--- src/rtl/branch_redirect_ctrl.sv ---
// IF-side branch target table predictor plus EX-stage mispredict redirect/flush sequencer.
// Optional macro BP_STATS_EN adds saturating resolved-branch and mispredict counters.
module branch_redirect_ctrl #(
    parameter int PC_W    = 9,
    parameter int ENTRIES = 16
) (
    input  logic            clk,
    input  logic            reset,
    input  logic [PC_W-1:0] if_pc,
    output logic            pred_taken,
    output logic [PC_W-1:0] pred_pc,
    input  logic            ex_valid,
    input  logic            ex_is_branch,
    input  logic            ex_is_jal,
    input  logic            ex_is_jalr,
    input  logic [PC_W-1:0] ex_pc,
    input  logic            ex_pred_taken,
    input  logic [PC_W-1:0] ex_pred_pc,
    input  logic            ex_pcsel,
    input  logic [31:0]     ex_brpc,
    input  logic [31:0]     ex_pc_four,
    output logic            redirect,
    output logic [31:0]     redirect_pc,
    output logic            flush
`ifdef BP_STATS_EN
    ,
    output logic [15:0]     stat_branches,
    output logic [15:0]     stat_mispredicts
`endif
);
    localparam int IDX_W = $clog2(ENTRIES);
    localparam int TAG_W = PC_W - IDX_W - 2;

    typedef enum logic {RUN, SQUASH} state_t;

    state_t          state_q;
    logic            redirect_q;
    logic            flush_q;
    logic [31:0]     redirect_pc_q;

    logic             valid_q  [ENTRIES];
    logic [TAG_W-1:0] tag_q    [ENTRIES];
    logic [1:0]       ctr_q    [ENTRIES];
    logic [PC_W-1:0]  target_q [ENTRIES];

    logic [IDX_W-1:0] if_idx;
    logic [IDX_W-1:0] ex_idx;
    logic [TAG_W-1:0] if_tag;
    logic [TAG_W-1:0] ex_tag;
    logic [PC_W-1:0]  brpc_lo;
    logic             resolve;
    logic             actual_taken;
    logic             ex_hit;
    logic             mispredict;

    logic             upd_en;
    logic [1:0]       upd_ctr;
    logic [PC_W-1:0]  upd_target;

    logic unused_ok;
    assign unused_ok = ^{if_pc[1:0], ex_pc[1:0]};

    assign if_idx  = if_pc[IDX_W+1:2];
    assign if_tag  = if_pc[PC_W-1:IDX_W+2];
    assign ex_idx  = ex_pc[IDX_W+1:2];
    assign ex_tag  = ex_pc[PC_W-1:IDX_W+2];
    assign brpc_lo = ex_brpc[PC_W-1:0];

    // Prediction reads the registered table; a same-cycle update is not bypassed.
    assign pred_taken = valid_q[if_idx] && (tag_q[if_idx] == if_tag) && ctr_q[if_idx][1];
    assign pred_pc    = pred_taken ? target_q[if_idx] : if_pc + PC_W'(4);

    assign resolve      = (state_q == RUN) && ex_valid;
    assign actual_taken = ex_pcsel;
    assign ex_hit       = valid_q[ex_idx] && (tag_q[ex_idx] == ex_tag);
    assign mispredict   = resolve && (ex_is_jalr ||
                          (actual_taken && (!ex_pred_taken || (ex_pred_pc != brpc_lo))) ||
                          (!actual_taken && ex_pred_taken));

    always_comb begin
        upd_en     = 1'b0;
        upd_ctr    = ctr_q[ex_idx];
        upd_target = target_q[ex_idx];
        if (resolve && !ex_is_jalr) begin
            if (ex_is_jal) begin
                upd_en     = 1'b1;
                upd_ctr    = 2'd3;
                upd_target = brpc_lo;
            end else if (ex_is_branch) begin
                if (ex_hit && actual_taken) begin
                    upd_en     = 1'b1;
                    upd_ctr    = (ctr_q[ex_idx] == 2'd3) ? 2'd3 : ctr_q[ex_idx] + 2'd1;
                    upd_target = brpc_lo;
                end else if (ex_hit) begin
                    upd_en  = 1'b1;
                    upd_ctr = (ctr_q[ex_idx] == 2'd0) ? 2'd0 : ctr_q[ex_idx] - 2'd1;
                end else if (actual_taken) begin
                    upd_en     = 1'b1;
                    upd_ctr    = 2'd2;
                    upd_target = brpc_lo;
                end
            end
        end
    end

    always_ff @(posedge clk or negedge reset) begin
        if (!reset) begin
            for (int i = 0; i < ENTRIES; i++) begin
                valid_q[i]  <= 1'b0;
                tag_q[i]    <= '0;
                ctr_q[i]    <= 2'd0;
                target_q[i] <= '0;
            end
        end else if (upd_en) begin
            valid_q[ex_idx]  <= 1'b1;
            tag_q[ex_idx]    <= ex_tag;
            ctr_q[ex_idx]    <= upd_ctr;
            target_q[ex_idx] <= upd_target;
        end
    end

    // SQUASH is the single cycle the redirect pulse is visible; EX holds a wrong-path op then.
    always_ff @(posedge clk or negedge reset) begin
        if (!reset) begin
            state_q       <= RUN;
            redirect_q    <= 1'b0;
            flush_q       <= 1'b0;
            redirect_pc_q <= 32'd0;
        end else begin
            case (state_q)
                RUN: begin
                    if (mispredict) begin
                        state_q       <= SQUASH;
                        redirect_q    <= 1'b1;
                        flush_q       <= 1'b1;
                        redirect_pc_q <= actual_taken ? ex_brpc : ex_pc_four;
                    end else begin
                        redirect_q    <= 1'b0;
                        flush_q       <= 1'b0;
                        redirect_pc_q <= 32'd0;
                    end
                end
                default: begin
                    state_q       <= RUN;
                    redirect_q    <= 1'b0;
                    flush_q       <= 1'b0;
                    redirect_pc_q <= 32'd0;
                end
            endcase
        end
    end

    assign redirect    = redirect_q;
    assign flush       = flush_q;
    assign redirect_pc = redirect_pc_q;

`ifdef BP_STATS_EN
    logic [15:0] stat_branches_q;
    logic [15:0] stat_mispredicts_q;
    logic        counted;

    assign counted = resolve && (ex_is_branch || ex_is_jal || ex_is_jalr);

    always_ff @(posedge clk or negedge reset) begin
        if (!reset) begin
            stat_branches_q    <= 16'd0;
            stat_mispredicts_q <= 16'd0;
        end else begin
            if (counted && (stat_branches_q != 16'hFFFF)) begin
                stat_branches_q <= stat_branches_q + 16'd1;
            end
            if (mispredict && (stat_mispredicts_q != 16'hFFFF)) begin
                stat_mispredicts_q <= stat_mispredicts_q + 16'd1;
            end
        end
    end

    assign stat_branches    = stat_branches_q;
    assign stat_mispredicts = stat_mispredicts_q;
`endif

endmodule

--- config.mk ---
export PLATFORM = sky130hd
export DESIGN_NAME = branch_redirect_ctrl
export DESIGN_NICKNAME = d
export VERILOG_FILES = /design/src/rtl/branch_redirect_ctrl.sv
export SDC_FILE = /design/constraint.sdc
export NUM_CORES = 1
export LEC_CHECK = 0
export CAP_MARGIN = 20
export CORE_MARGIN = 10
export CORE_UTILIZATION = 62
export DETAILED_ROUTE_END_ITERATION = 7
export PLACE_DENSITY = 0.92
export SYNTH_ARGS = -nofsm -noshare
export SYNTH_HDL_FRONTEND = slang
export SYNTH_SLANG_ARGS = --single-unit
--- constraint.sdc ---
create_clock -name clk -period 6.8 [get_ports clk]
set_clock_uncertainty 0.2 [all_clocks]
set_input_delay 1.36 -clock clk [delete_from_list [all_inputs] [get_ports clk]]
set_output_delay 1.36 -clock clk [all_outputs]
set_load 0.01 [all_outputs]
# [After elaboration in Yosys (flattened, before gate mapping)]
# Index checks and enable logic that the tools add are counted.
# Widths: inputs -> output; s select.
[op_classes] muxes=61 magnitude_cmp=3 shift=0 div=0 addsub=3 bitwise=4 reduce_logical=17 eq_ne=4 mul=0
[ops] op="$bwmux 144" n=1
[ops] op="$mux 9" n=12
[ops] op="$mux 32" n=3
[ops] op="$bmux 9 s4" n=2
[ops] op="$bwmux 48" n=1
[ops] op="$demux 9 s4" n=1
[ops] op="$bwmux 32" n=1
[ops] op="$mux 2" n=13
[ops] op="$bmux 3 s4" n=2
[ops] op="$bmux 2 s4" n=2
[ops] op="$or 16x16->16" n=1
[ops] op="$mux 3" n=5
[ops] op="$mux 1" n=13
[ops] op="$demux 3 s4" n=1
[ops] op="$ge 5x5->1 const B" n=2
[ops] op="$logic_and 1x1->1" n=10
[ops] op="$not 4->5" n=2
[ops] op="$add 9x3->9 const B" n=1
[ops] op="$ne 9x9->1" n=1
[ops] op="$bmux 1 s4" n=2
[ops] op="$demux 2 s4" n=1
[ops] op="$eq 3x3->1" n=2
[ops] op="$lt 5x1->1 const B" n=1
[ops] op="$demux 1 s4" n=1
[ops] op="other kinds (7)" n=11
[word_totals] output_inout_bits=44 ram_bits=0 mem_count=0 register_bits=273 elab_cells=158 latchBits=0 rom_bits=0 input_bits=99

# [Longest topological paths before layout]
# Gate-level depths: netlist of run 1.
[logic_depth] depth_word=12 mapped_depth=12 mapped_depth_nobuf=7

# [Worst setup path before layout of run 1]
# No wires, ideal clock.
[synth_timing] path_type="input to output" start="in if_pc[2]" end="out pred_pc[0]" path_stages=7 n_path_buf=2 slack_ns=1.450 required_ns=5.240 arrival_ns=3.790 path_cell_list="buf_6 > buf_12 > mux4_1 > mux4_2 > xor2_1 > nor4_4 > mux2_2"
[synth_via] elab_chain_cells=8 word_cells_on_any_way=17 cone_classes="eq/ne: 1; mux: 13; bitwise: 1; reduce/logical: 2"
[synth_lines] element="start, declared" line="9" rtl="input logic [PC_W-1:0] if_pc,"
[synth_lines] element="$not 4->5 (not written as such) (*)" line="70" rtl="assign pred_taken = valid_q[if_idx] && (tag_q[if_idx] == if_tag) && ctr_q[if_idx][1];"
[synth_lines] element="$bmux 3 s4" line="70"
[synth_lines] element="$mux 3 (not written as such) (2 in series)" line="70"
[synth_lines] element="$eq 3x3->1" line="70"
[synth_lines] element="$logic_and 1x1->1" line="70"
[synth_lines] element="$logic_and 1x1->1 (*)" line="70"
[synth_lines] element="named net pred_taken" line="10" rtl="output logic pred_taken,"
[synth_lines] element="$mux 9 (*)" line="71" rtl="assign pred_pc = pred_taken ? target_q[if_idx] : if_pc + PC_W'(4);"
[synth_lines] element="end, declared" line="11" rtl="output logic [PC_W-1:0] pred_pc,"
# The timed path passes the listed nets; every way through them passes the cells marked *. The select of a mux whose other input is x is not followed.

# [Worst setup path after layout of run 1]
[layout_timing] start="in if_pc[5]" end="out pred_pc[3]"
[layout_via] elab_chain_cells=8 word_cells_on_any_way=17 cone_classes="eq/ne: 1; mux: 13; bitwise: 1; reduce/logical: 2"
[layout_lines] element="$not 4->5 (not written as such) (*)" line="70, 71"
[layout_lines] element="$bmux 3 s4" line="70"
[layout_lines] element="$mux 3 (not written as such) (2 in series)" line="70"
[layout_lines] element="$eq 3x3->1" line="70"
[layout_lines] element="$logic_and 1x1->1 (2 in series)" line="70"
[layout_lines] element="$mux 9 (*)" line="71"
# Every way passes the cells marked *; elsewhere a longest branch is shown, timed or not. The select of a mux whose other input is x is not followed.

==> flow_metrics.tcl, run 1 <==
set metrics [dict create \
    areaGrowthSynthToFinish_pct 17.39 \
    cts.reportedPaths.clkPinSlew_ns 0.06 \
    p_clk_share_pct 33.3 \
    post_synth_num_cell_types 48 \
    crit_arrival_ns 4.66 \
    grt_max_degree 112 \
    die_y_microns 173.4 \
    finalCriticalPeriod_ns 6.220 \
    syn_area_sq_um 14600 \
    setup_tns_ns 0 \
    vias 11300 \
    p_leak_nw 7.142 \
    synth.net_count 1152 \
    grt_pass1_vias 11390 \
    grt_antenna_before_repair 0 \
    drv_slew 0 \
    via_per_inst 7.562 \
    cts_buffers 27 \
    fin_ws_ns 0.5801 \
    multi_input_area_sq_um 7286 \
    rows 56 \
    holdCritStartpoint "valid_q[6]" \
    io_pins 143 \
    drc 0 \
    cts_tree "yes" \
    power_mw 4.984 \
    synth-edff-count 0 \
    p_seq_share_pct 44.4 \
    h-tree-depth 1 \
    hold_violations 0 \
    postCtsResizedCells 0 \
    p_int_mw 3.602 \
    clockBufferDepth 3 \
    routedWlPerCell_microns 30.32 \
    synth.avg_cell_area_sq_um 13.88 \
    fillCellCount 1353 \
    cp-startpoint "if_pc[5]" \
    cp-end-kind "output port" \
    synthArstFlopShare_pct 100.0 \
    period_share_pct 91.47 \
    synth_cells 1052 \
    critPathLaunchType "primary input" \
    drtPass1Iterations 8 \
    antenna_left 0 \
    cp_max_fo 10 \
    grt_overflow_total 0 \
    ir_worst_vdd_uv 161.7 \
    synth_ff_type "dfrtp_1" \
    routed_wl_mm 45.30 \
    grt_usage_pct 29.28 \
    hold_ws_ns 0.3097 \
    path_class "in -> out" \
    synth-seq-cells 273 \
    cts_hold_buffers 0 \
    relSlewSlack_pct 16.71 \
    layout-drive-gt1-share_pct 25.70 \
    gp_congestion 0.9350 \
    dp_hpwl_mm 28.30 \
    finalSetupViolations 0 \
    core_area_sq_um 23330 \
    hp-class "reg -> reg" \
    tightest_slew_ns 1.245 \
    grt_pass1_wl_mm 69.50 \
    rsz0062_at_grt "no" \
    die_area_sq_um 30080 \
    io_buffers 140 \
    switchingPower_mw 1.382 \
    power_frac_comb_pct 22.3 \
    yosysWarnings 0 \
    reg2reg_from "flush" \
    start_util_pct 62.56 \
    post-cts-setup-buffers 0 \
    seq_area_sq_um 6832 \
    pre_cts_slack_ns 0.6626 \
    cts-root-buf "clkbuf_16" \
    power_density_nw_per_um2 290.8 \
    clkLatencyLatePin_ns 0.54 \
    max_cap_viol_count 0 \
    cp_data_required_time_ns 5.24 \
    diodes 0 \
    fmax_ghz 0.1608 \
    die_x_microns 173.4 \
    clock_sinks 273 \
    detailedRoute.firstIterationViolations 1903 \
    status "finished, final reports clean" \
    seq_area_frac_synth_pct 46.80 \
    nNetsFinal 1255 \
    power.share.switching_pct 27.72 \
]
[cells by family after synthesis]
kind of cell               after synthesis  synth area share [%]
AOI/OAI and AO/OA                      260                 15.69
adders and majority gates                1               0.08570
DFF                                    273                 46.80
buffers and inverters                   98                 3.394
muxes                                  227                 27.10
xor gates and xnor gates                19                 1.140
and+or+nand+nor                        174                 5.794
[synthesized netlist by cell type (3+ instances only)]
cell,n,area share (%)
nand4_1,4,0.17
nand2_1,47,1.2
xor2_1,7,0.42
nor2b_1,5,0.21
a21oi_4,13,1.4
nor2_1,47,1.2
inv_1,4,0.10
or2_2,16,0.69
mux2_2,56,4.3
nand2b_1,13,0.56
o31ai_4,9,1.3
mux2i_1,45,3.1
mux4_2,116,18
a21oi_2,3,0.18
nor3_1,9,0.31
buf_6,3,0.23
nand3_1,19,0.65
o21ai_0,41,1.4
a31oi_1,19,0.81
buf_2,26,0.89
dfrtp_1,273,47
buf_1,18,0.46
clkbuf_1,31,0.80
and3_1,3,0.13
a2bb2oi_1,160,9.6
xnor2_1,12,0.72
buf_4,15,0.77
o211ai_1,4,0.21
mux4_1,10,1.8
[stage by stage]
step	area, sq um	utilization (%)	cells
3_3_place_gp	16080	68.91	1439
5_1_grt	17140	73.44	1494
3_5_place_dp	16110	69.05	1441
2_1_floorplan	14600	-	1052
4_1_cts	17090	73.24	1490
6_report	17140	73.44	1494
[cell type report]
type,count,area share (%)
clock inverter,14,1.300
sequential,273,39.87
clock buffer,35,4.410
tap,319,2.329
inverter,4,0.08762
timing repair buffer,168,9.492
multi-input combinational,681,42.52
[power groups by stage]
stage                     combinational (mW)  clock [mW]  sequential (mW)
after floorplan                        0.771           0             2.12
after global placement                  1.03           0             2.17
after detailed placement                1.08           0             2.20
after CTS                               1.10        1.66             2.19
after global routing                    1.17        1.71             2.23
final                                   1.11        1.66             2.21
[worst paths after layout]
| check | cells after the start | slack (ns) | to |
|---|---|---|---|
| max | 7 | 0.58 | pred_pc[3] |
| min | 1 | 0.31 | valid_q[6] |
| max reg2reg | 6 | 2.78 | tag_q[1] |
| min reg2reg | 1 | 0.31 | valid_q[6] |
| max in group asynchronous | 2 | 4.47 | redirect_pc[18] |
| min in group asynchronous | 1 | 0.68 | target_q[25] |
[sequential cells by signal, indices dropped and copies added (netlist names)]
register     flops
ctr_q           32
flush            1
redirect_pc     32
tag_q           48
target_q       144
valid_q         16
[layout by cell type (no fill, tap or decap), types with 13 or more instances in the layout]
| cell | Yosys | final |
|---|---|---|
| dfrtp_1 | 273 | 273 |
| a31oi_1 | 19 | 19 |
| nor2_1 | 47 | 47 |
| clkbuf_16 | 0 | 27 |
| mux2i_1 | 45 | 45 |
| a21oi_4 | 13 | 13 |
| clkdlybuf4s50_1 | 0 | 133 |
| nand2_1 | 47 | 47 |
| or2_2 | 16 | 16 |
| nand2b_1 | 13 | 13 |
| nand3_1 | 19 | 19 |
| o21ai_0 | 41 | 41 |
| mux4_2 | 116 | 116 |
| buf_4 | 15 | 25 |
| a2bb2oi_1 | 160 | 160 |
| mux2_2 | 56 | 56 |
[critical path, cell delays in order]
cell             delay [ns]
clkdlybuf4s50_1        1.04
mux4_2                 0.63
xor2_1                 0.19
nor4_4                 0.27
buf_4                  0.26
mux2_2                 0.40
clkdlybuf4s50_1        0.50
[metal layers]
layer	up-vias	routed length [microns]	GRT usage (%)
li1	4351	-	-
met1	5620	16250	36.66
met2	1074	20360	45.05
met3	253	6014	9.235
met4	0	2669	15.27
met5	-	0	0
Note: power is estimated with default switching activity, not from simulation.
==> inputs of run 2 (changes only) <==
- CORE_UTILIZATION: 62 -> 45
- PLACE_DENSITY: 0.92 -> 0.71
- SKIP_CTS_REPAIR_TIMING: default -> 1
==> run 2 against run 1 <==
Design area grew 0.90%. Clock power shrank 2%. Clock-buffer cell count grew 7. Die area grew 33%. Global-route usage shrank 7.5 points. Critical path type unchanged. Largest power group unchanged. Highest routed layer unchanged.
==> flow_metrics.tcl, run 2 (synthesis results as in run 1) <==
set metrics [dict create \
    status "finished, final reports clean" \
    hold_depth 1 \
    p_clk_share_pct 33.2 \
    power_frac_comb_pct 21.9 \
    die_area_sq_um 40040 \
    period_share_pct 91.13 \
    r2r-end "tag_q[6]" \
    clockBufferDepth 3 \
    die_x_microns 200.1 \
    hold_violations 0 \
    top_regs "target_q (144), tag_q (48)" \
    clock_sinks 273 \
    top_register "target_q" \
    drc 0 \
    crit_arrival_ns 4.64 \
    start_util_pct 45.91 \
    switchingPower_mw 1.316 \
    finish.utilization_pct 54.37 \
    cts_tree "yes" \
    grt_overflow_total 0 \
    critPathLaunchType "primary input" \
    finalCriticalPeriod_ns 6.197 \
    routed_wl_mm 44.44 \
    r2r_slack_ns 2.90 \
    grt_max_degree 79 \
    layout-drive-gt1-share_pct 25.93 \
    holdCritStartpoint "valid_q[8]" \
    routedWlPerCell_microns 27.45 \
    grt_antenna_before_repair 0 \
    cts-root-buf "clkbuf_16" \
    rsz0062_at_grt "no" \
    cp_data_required_time_ns 5.24 \
    finalSetupViolations 0 \
    cp_max_fo 12 \
    grt_usage_pct 21.75 \
    layout_common_cells "dfrtp_1 (273), a2bb2oi_1 (160), clkdlybuf4s50_1 (133)" \
    io_pins 143 \
    worstHoldEndpoint "valid_q[8]" \
    antenna_left 0 \
    rr_worst_depth 7 \
    drv_slew 0 \
    p_seq_share_pct 44.9 \
    power_density_nw_per_um2 282.0 \
    fmax_ghz 0.1614 \
    largest_reg_flops 144 \
    dp_hpwl_mm 29.07 \
    drtPass1Iterations 5 \
    hp-class "reg -> reg" \
    place_inst 1566 \
    ir_worst_vdd_uv 209.1 \
    core_area_sq_um 31800 \
    layout_commonest_cell "dfrtp_1" \
    p_leak_nw 7.155 \
    max_cap_viol_count 0 \
    nNetsFinal 1264 \
    io_buffers 140 \
    areaGrowthSynthToFinish_pct 18.44 \
    vias 10550 \
    path_class "in -> out" \
    power.share.switching_pct 26.99 \
    tightest_slew_ns 1.269 \
    hold_ws_ns 0.2956 \
    die_y_microns 200.1 \
    grt_pass1_wl_mm 69.06 \
    reg2reg_from "flush" \
    grt_pass1_vias 11030 \
    cp-end-kind "output port" \
    setup_tns_ns 0 \
    relSlewSlack_pct 15.12 \
    p_int_mw 3.560 \
    via_per_inst 6.514 \
    diodes 0 \
    h-tree-depth 1 \
    gp_congestion 0.8533 \
    clkLatencyLatePin_ns 0.56 \
    rows 65 \
    cts.reportedPaths.clkPinSlew_ns 0.06 \
    stdcell_count 1619 \
    cts_buffers 29 \
    detailedRoute.firstIterationViolations 866 \
]
## run 2: cell types whose count changed in the layout (fill, tap and decap cells not counted), sizes merged
cell / previous run / this run
clkinv: 7 / 3
inv: 4 / 5
clkinvlp: 1 / 2
clkbuf: 36 / 42
buf: 34 / 42
bufinv: 6 / 3
## run 2: worst max-delay path by stage
stage | startpoint | end | depth (start not counted)
after floorplan | if_pc[2] | pred_pc[0] | 7
after global placement | if_pc[4] | pred_pc[8] | 7
after detailed placement | if_pc[4] | pred_pc[8] | 7
after CTS | if_pc[4] | pred_pc[8] | 7
after global routing | if_pc[4] | pred_pc[4] | 9
final | if_pc[4] | pred_pc[8] | 9
## run 2: per-layer routing
metal / GRT usage [%] / routed length, microns
met1: 28.14 / 17840
met2: 35.31 / 21490
met3: 4.787 / 3670
met4: 7.822 / 1436
met5: 0 / 0
## run 2: metrics by stage
step	instance area, sq um	setup WS (ns)	total power [mW]
floorplan	14600	1.450	2.889
global placement	16290	0.7152	3.205
detailed placement	16300	0.7007	3.250
CTS	17280	0.6875	4.886
global route	17290	0.4860	5.079
finish	17290	0.6033	4.876
## run 2: cell type report
| class | count | area (sq um) |
|---|---|---|
| Multi-Input combinational cell | 681 | 7281 |
| Clock inverter | 9 | 128.9 |
| Fill cell | 2597 | 14510 |
| Sequential cell | 273 | 6832 |
| Tap cell | 435 | 544.3 |
| Inverter | 4 | 15.01 |
| Timing Repair Buffer | 175 | 1645 |
| Clock buffer | 42 | 844.6 |
## run 2: power groups by stage
| stage | registers (mW) | logic (mW) | clock network, mW |
|---|---|---|---|
| final | 2.19 | 1.07 | 1.62 |
| after detailed placement | 2.19 | 1.06 | 0 |
| after global routing | 2.22 | 1.14 | 1.72 |
| after floorplan | 2.12 | 0.771 | 0 |
| after global placement | 2.17 | 1.03 | 0 |
| after CTS | 2.17 | 1.07 | 1.65 |
## run 2: worst max-delay path, cell delays in order
cell	delay [ns]
clkdlybuf4s50_1	0.95
o211ai_1	0.30
o21ai_0	0.13
o211ai_1	0.19
o21ai_0	0.26
nor4_4	0.28
buf_4	0.26
mux2_2	0.40
clkdlybuf4s50_1	0.49
